## config.mk

```make
export PLATFORM = sky130hd
export DESIGN_NAME = seq_detect_ctrl
export DESIGN_NICKNAME = d
export VERILOG_FILES = /design/src/rtl/seq_detect_ctrl.sv
export SDC_FILE = /design/constraint.sdc
export NUM_CORES = 1
export LEC_CHECK = 0
export CAP_MARGIN = 20
export CORE_ASPECT_RATIO = 0.7
export CORE_MARGIN = 5
export CORE_UTILIZATION = 55
export CTS_CLUSTER_DIAMETER = 100
export DETAILED_ROUTE_END_ITERATION = 6
export PLACE_DENSITY = 0.9
export RECOVER_POWER = 100
export SLEW_MARGIN = 5
export SYNTH_ARGS = -nofsm -noshare
export SYNTH_HDL_FRONTEND = slang
export SYNTH_SLANG_ARGS = --single-unit
```

## constraint.sdc

```tcl
create_clock -name clk -period 7.9 [get_ports clk]
set_input_delay 1.975 -clock clk [delete_from_list [all_inputs] [get_ports clk]]
set_output_delay 1.975 -clock clk [all_outputs]
set_load 0.01 [all_outputs]
```

## src/rtl/seq_detect_ctrl.sv

```systemverilog
// seq_detect_ctrl: run-time controller for an overlapping serial sequence
// detector with a programmable pattern/length, Moore or Mealy detection
// output and a saturating hit counter.
module seq_detect_ctrl #(
   parameter int MAX_LEN = 8,
   parameter int LEN_W   = 4,
   parameter int CNT_W   = 8
) (
   input  logic               clk,
   input  logic               reset,
   input  logic               cfg_we,
   input  logic [MAX_LEN-1:0] cfg_pattern,
   input  logic [LEN_W-1:0]   cfg_len,
   input  logic               cfg_mode,
   input  logic               start,
   input  logic               stop,
   input  logic               din,
   input  logic               din_valid,
   output logic               det,
   output logic               busy,
   output logic               cfg_err,
   output logic [CNT_W-1:0]   hit_cnt
);

   typedef enum logic [0:0] {
      ST_IDLE = 1'b0,
      ST_RUN  = 1'b1
   } state_t;

   localparam logic [LEN_W-1:0] MAX_LEN_L = LEN_W'(MAX_LEN);
   localparam logic [LEN_W-1:0] ONE_LEN_L = LEN_W'(1);
   localparam logic [MAX_LEN:0] ONE_WIDE  = {{MAX_LEN{1'b0}}, 1'b1};

   state_t               state_r;
   state_t               state_s;
   logic [MAX_LEN-1:0]   pattern_r;
   logic [LEN_W-1:0]     len_r;
   logic                 mode_r;
   logic [MAX_LEN-1:0]   history_r;
   logic [LEN_W-1:0]     fill_r;
   logic [CNT_W-1:0]     hit_cnt_r;
   logic                 busy_r;
   logic                 cfg_err_r;
   logic                 det_r;

   logic                 cfg_ok_s;
   logic                 accept_s;
   logic                 match_s;
   logic [MAX_LEN:0]     next_bits_s;
   logic [MAX_LEN:0]     mask_s;
   logic [LEN_W:0]       fill_inc_s;

   // Qualify the incoming bit and evaluate the pattern match against the
   // shifted-in window {history, din}; only the low len bits are compared.
   always_comb begin
      cfg_ok_s    = (cfg_len != {LEN_W{1'b0}}) && (cfg_len <= MAX_LEN_L);
      accept_s    = (state_r == ST_RUN) && din_valid;
      next_bits_s = {history_r, din};
      mask_s      = (ONE_WIDE << len_r) - ONE_WIDE;
      fill_inc_s  = {1'b0, fill_r} + {{LEN_W{1'b0}}, 1'b1};
      if (accept_s) begin
         match_s = (fill_inc_s >= {1'b0, len_r}) &&
                   ((next_bits_s & mask_s) == ({1'b0, pattern_r} & mask_s));
      end else begin
         match_s = 1'b0;
      end
   end

   // Next-state logic: start wins in IDLE, stop ends RUN.
   always_comb begin
      state_s = state_r;
      case (state_r)
         ST_IDLE: begin
            if (start) begin
               state_s = ST_RUN;
            end else begin
               state_s = ST_IDLE;
            end
         end
         ST_RUN: begin
            if (stop) begin
               state_s = ST_IDLE;
            end else begin
               state_s = ST_RUN;
            end
         end
         default: state_s = ST_IDLE;
      endcase
   end

   // State register with synchronous active-low reset.
   always_ff @(posedge clk) begin
      if (!reset) begin
         state_r <= ST_IDLE;
         busy_r  <= 1'b0;
      end else begin
         state_r <= state_s;
         busy_r  <= (state_s == ST_RUN);
      end
   end

   // Configuration, history window, fill level, Moore detect and hit counter.
   always_ff @(posedge clk) begin
      if (!reset) begin
         pattern_r <= {MAX_LEN{1'b0}};
         len_r     <= ONE_LEN_L;
         mode_r    <= 1'b0;
         history_r <= {MAX_LEN{1'b0}};
         fill_r    <= {LEN_W{1'b0}};
         hit_cnt_r <= {CNT_W{1'b0}};
         cfg_err_r <= 1'b0;
         det_r     <= 1'b0;
      end else begin
         // Writes are rejected while running or when the length is illegal.
         cfg_err_r <= cfg_we && ((state_r == ST_RUN) || !cfg_ok_s);
         det_r     <= match_s;
         if (cfg_we && (state_r == ST_IDLE) && cfg_ok_s) begin
            pattern_r <= cfg_pattern;
            len_r     <= cfg_len;
            mode_r    <= cfg_mode;
         end
         if ((state_r == ST_IDLE) && start) begin
            history_r <= {MAX_LEN{1'b0}};
            fill_r    <= {LEN_W{1'b0}};
            hit_cnt_r <= {CNT_W{1'b0}};
         end else if (accept_s) begin
            // History is never cleared on a match, so overlaps are found.
            history_r <= next_bits_s[MAX_LEN-1:0];
            if (fill_r != MAX_LEN_L) begin
               fill_r <= fill_inc_s[LEN_W-1:0];
            end
            if (match_s && (hit_cnt_r != {CNT_W{1'b1}})) begin
               hit_cnt_r <= hit_cnt_r + {{(CNT_W-1){1'b0}}, 1'b1};
            end
         end
      end
   end

   // Mealy mode exposes the same-cycle match; Moore mode the registered one.
   always_comb begin
      if (mode_r) begin
         det = match_s;
      end else begin
         det = det_r;
      end
   end

   assign busy    = busy_r;
   assign cfg_err = cfg_err_r;
   assign hit_cnt = hit_cnt_r;

endmodule
```

==> flow_metrics.env <==
export IMPL_use_met3_pct=5.93
export IMPL_clock_path_buffers=2
export IMPL_finalCritPeriodShare_pct=90.0
export IMPL_hold_violations=0
export IMPL_worstSkewPairLatency_ps=290
export IMPL_ios=31
export IMPL_cts_resized=0
export IMPL_grt_setup_unrepaired="no"
export IMPL_worst_r2r_cell_count=7
export IMPL_cts_buffers=5
export IMPL_die_y_um=59.3
export IMPL_met2_usage_pct=28.3
export IMPL_grt_busiest_layer="met2"
export IMPL_row_count=17
export IMPL_fmax_mhz=141
export IMPL_worstHoldPathType="flip-flop to flip-flop"
export IMPL_start_kind="primary input"
export IMPL_ys_ff_latch=36
export IMPL_endpoint="det"
export IMPL_area_delta_synth_final_pct=20.2
export IMPL_crit_fanout=15
export IMPL_yosysUniqueCellTypes=46
export IMPL_power_density_nw_per_um2=176
export IMPL_async_flop_share_pct=0
export IMPL_r2r_start="len_r[3]"
export IMPL_grt_ovfl_total=0
export IMPL_cp_cell_sequence="dlygate4sd3_1, and2_0, o21ai_0, a311oi_1, o2111ai_1, and2b_1, mux2_2, dlygate4sd3_1"
export IMPL_setup_slack_ps=790
export IMPL_crit_top_cell="dlygate4sd3_1"
export IMPL_syn_area_per_cell_um2=8.74
export IMPL_die_w_um=80.5
export IMPL_max_stage_delay_ps=610
export IMPL_grt_pass1_vias=1485
export IMPL_cts_setup_buffers=0
export IMPL_syn_area_um2=1910
export IMPL_syn_nets=247
export IMPL_crit_start="din_valid"
export IMPL_drt_total_wl_mm=4.25
export IMPL_p_leak_nw=0.867
export IMPL_critPathTopFamily="buffers and inverters"
export IMPL_dp_slack_ps=1340
export IMPL_ys_flop_type="dfxtp_1"
export IMPL_drtIter0Drc=108
export IMPL_reg2reg_setup_slack_ps=4520
export IMPL_skew_ps=7.22
export IMPL_grt_max_degree=19
export IMPL_cts_tree="yes"
export IMPL_gp_congestion=0.908
export IMPL_outcome="finished, final reports clean"
export IMPL_vdd_ir_drop_max_uv=122
export IMPL_clkTransAtPathRegs_ps=70
export IMPL_ant_nets=0
export IMPL_wire_per_inst_um=14.6
export IMPL_cp_num_cells=8
export IMPL_htreeDepth=2
export IMPL_avgViaCountPerCell=5.64
export IMPL_grt_pass1_wl_mm=6.83
export IMPL_setup_viol=0
export IMPL_drc_errors=0
export IMPL_root_buffer="clkbuf_8"
export IMPL_vias=1642
export IMPL_coreArea_um2=3250
export IMPL_crit_slowest_cell="dlygate4sd3_1"
export IMPL_holdBufCountCts=0
export IMPL_dr_pass1_iters=4
export IMPL_die_area_um2=4780
export IMPL_rr_endpoint="hit_cnt[7]"
export IMPL_worst_pin_slew_ps=1160
export IMPL_fin_nets=271
export IMPL_antenna_found_initial=0
export IMPL_start_util_pct=58.8
export IMPL_yosys_warnings=0
export IMPL_clkSinkCount=36
export IMPL_synth_edf_count=0
export IMPL_dpl_hpwl_mm=3.02
export IMPL_yosysSeqAreaShare_pct=37.7
export IMPL_worst_endpoint_arrival_ps=5140
export IMPL_synth_cells=219
export IMPL_cp_end_kind="output pin"
export IMPL_period_minus_slack_ps=7110
export IMPL_crit_buf_inv=2
export IMPL_drv_slew=0
export IMPL_critical_path_required_ps=5930
export IMPL_drive_above_1_share_pct=4.92
export IMPL_critPathKind="primary input to output pin"
export IMPL_portBuffers=30
export IMPL_grt_usage_pct=18.9
export IMPL_drv_cap=0
export IMPL_num_antenna_cells=0
export IMPL_gr_usage_met1_pct=25.6
export IMPL_relSlewSlack_pct=22.5
export IMPL_fin_tns_setup_ps=0
cells in the mapped netlist, types with 4 or more instances:
| library cell | number | area (um2) |
|---|---|---|
| nor2b_1 | 12 | 75.1 |
| and2_1 | 5 | 31.3 |
| nand2_1 | 27 | 101 |
| nor4_1 | 4 | 25.0 |
| nor2_1 | 9 | 33.8 |
| xnor2_1 | 5 | 43.8 |
| ha_1 | 8 | 100 |
| dfxtp_1 | 36 | 721 |
| o21ai_0 | 5 | 25.0 |
| a21oi_1 | 16 | 80.1 |
| nand3_1 | 7 | 35.0 |
| mux2i_1 | 15 | 150 |
| clkbuf_1 | 8 | 30.0 |
| xor2_1 | 8 | 70.1 |
| inv_1 | 8 | 30.0 |
layout make-up:
cell class / instances / area [um2]
repair buffers: 30 / 300
fillers: 270 / 955
clock buffers: 6 / 72.6
flip-flops and latches: 36 / 721
inverters: 8 / 30.0
clock inverters: 2 / 35.0
multi-input cells: 162 / 1080
well taps: 47 / 58.8
cell usage in the layout (no fill, tap or decap), types with 2 or more instances in the layout:
cell type        count
ha_1                 8
mux2i_1             15
o21ai_0              5
dfxtp_1             36
clkbuf_8             5
nor2_1               9
clkdlybuf4s50_1     16
and2_0               3
nand2b_1             3
or4_1                3
a31oi_1              2
nand3_1              7
o31a_1               2
and2_1               2
inv_1                8
nor4_1               4
dlygate4sd3_1       14
o21a_1               3
nor3_1               3
a21oi_1             16
xnor2_1              5
xor2_1               8
nand2_1             27
o31ai_1              3
nand4_1              2
nor2b_1             12
a21o_1               2
power by group:
part,switching (mW),internal [mW]
clock network,0.0659,0.0936
logic,0.0254,0.0266
registers,0.00667,0.187
total,0.0979,0.307
through the flow:
step	hold slack [ps]	std cells	power [mW]	instance area (um2)	utilization, %
final	482	291	0.405	2300	70.7
after floorplan	450	219	0.232	1910	-
after detailed placement	473	283	0.251	2210	67.9
after global routing	509	291	0.421	2300	70.7
after global placement	465	283	0.250	2210	67.9
after CTS	483	291	0.410	2320	71.2
flip-flops by register name, indices dropped and copies added, names as in the netlist:
signal,count
history_r,8
hit_cnt,8
pattern_r,8
fill_r,4
len_r,4
busy,1
cfg_err,1
det_r,1
mode_r,1
worst min-delay path: stages, from the launching register on:
cell	delay [ps]
dfxtp_1	330
nand2_1	60
a21oi_1	50
kinds of logic (layout without fill, tap and decap cells):
| group | count (synthesis) | in the layout | synth area share (%) |
|---|---|---|---|
| buffers and inverters | 21 | 46 | 4.84 |
| XOR/XNOR | 13 | 13 | 5.95 |
| AO/OA/AOI/OAI | 44 | 44 | 16.2 |
| adder cells (fa/ha/maj) | 8 | 8 | 5.23 |
| AND/OR/NAND/NOR | 81 | 81 | 21.7 |
| multiplexers | 16 | 16 | 8.44 |
| flip-flops | 36 | 36 | 37.7 |
layer usage:
metal	vias to the layer above	part of all wire [%]
met5	-	0
met3	13	6.9
li1	814	-
met2	51	42
met1	764	49
met4	0	1.8
how the worst min path moves through the flow:
| stage | from | end | cells past startpoint |
|---|---|---|---|
| after floorplan | history_r[7] | history_r[7] | 2 |
| after global placement | history_r[7] | history_r[7] | 2 |
| after detailed placement | history_r[2] | history_r[3] | 2 |
| after CTS | history_r[2] | history_r[3] | 2 |
| after global routing | history_r[7] | history_r[7] | 2 |
| final | history_r[2] | history_r[3] | 2 |
Power figures use the tool's default switching activity.
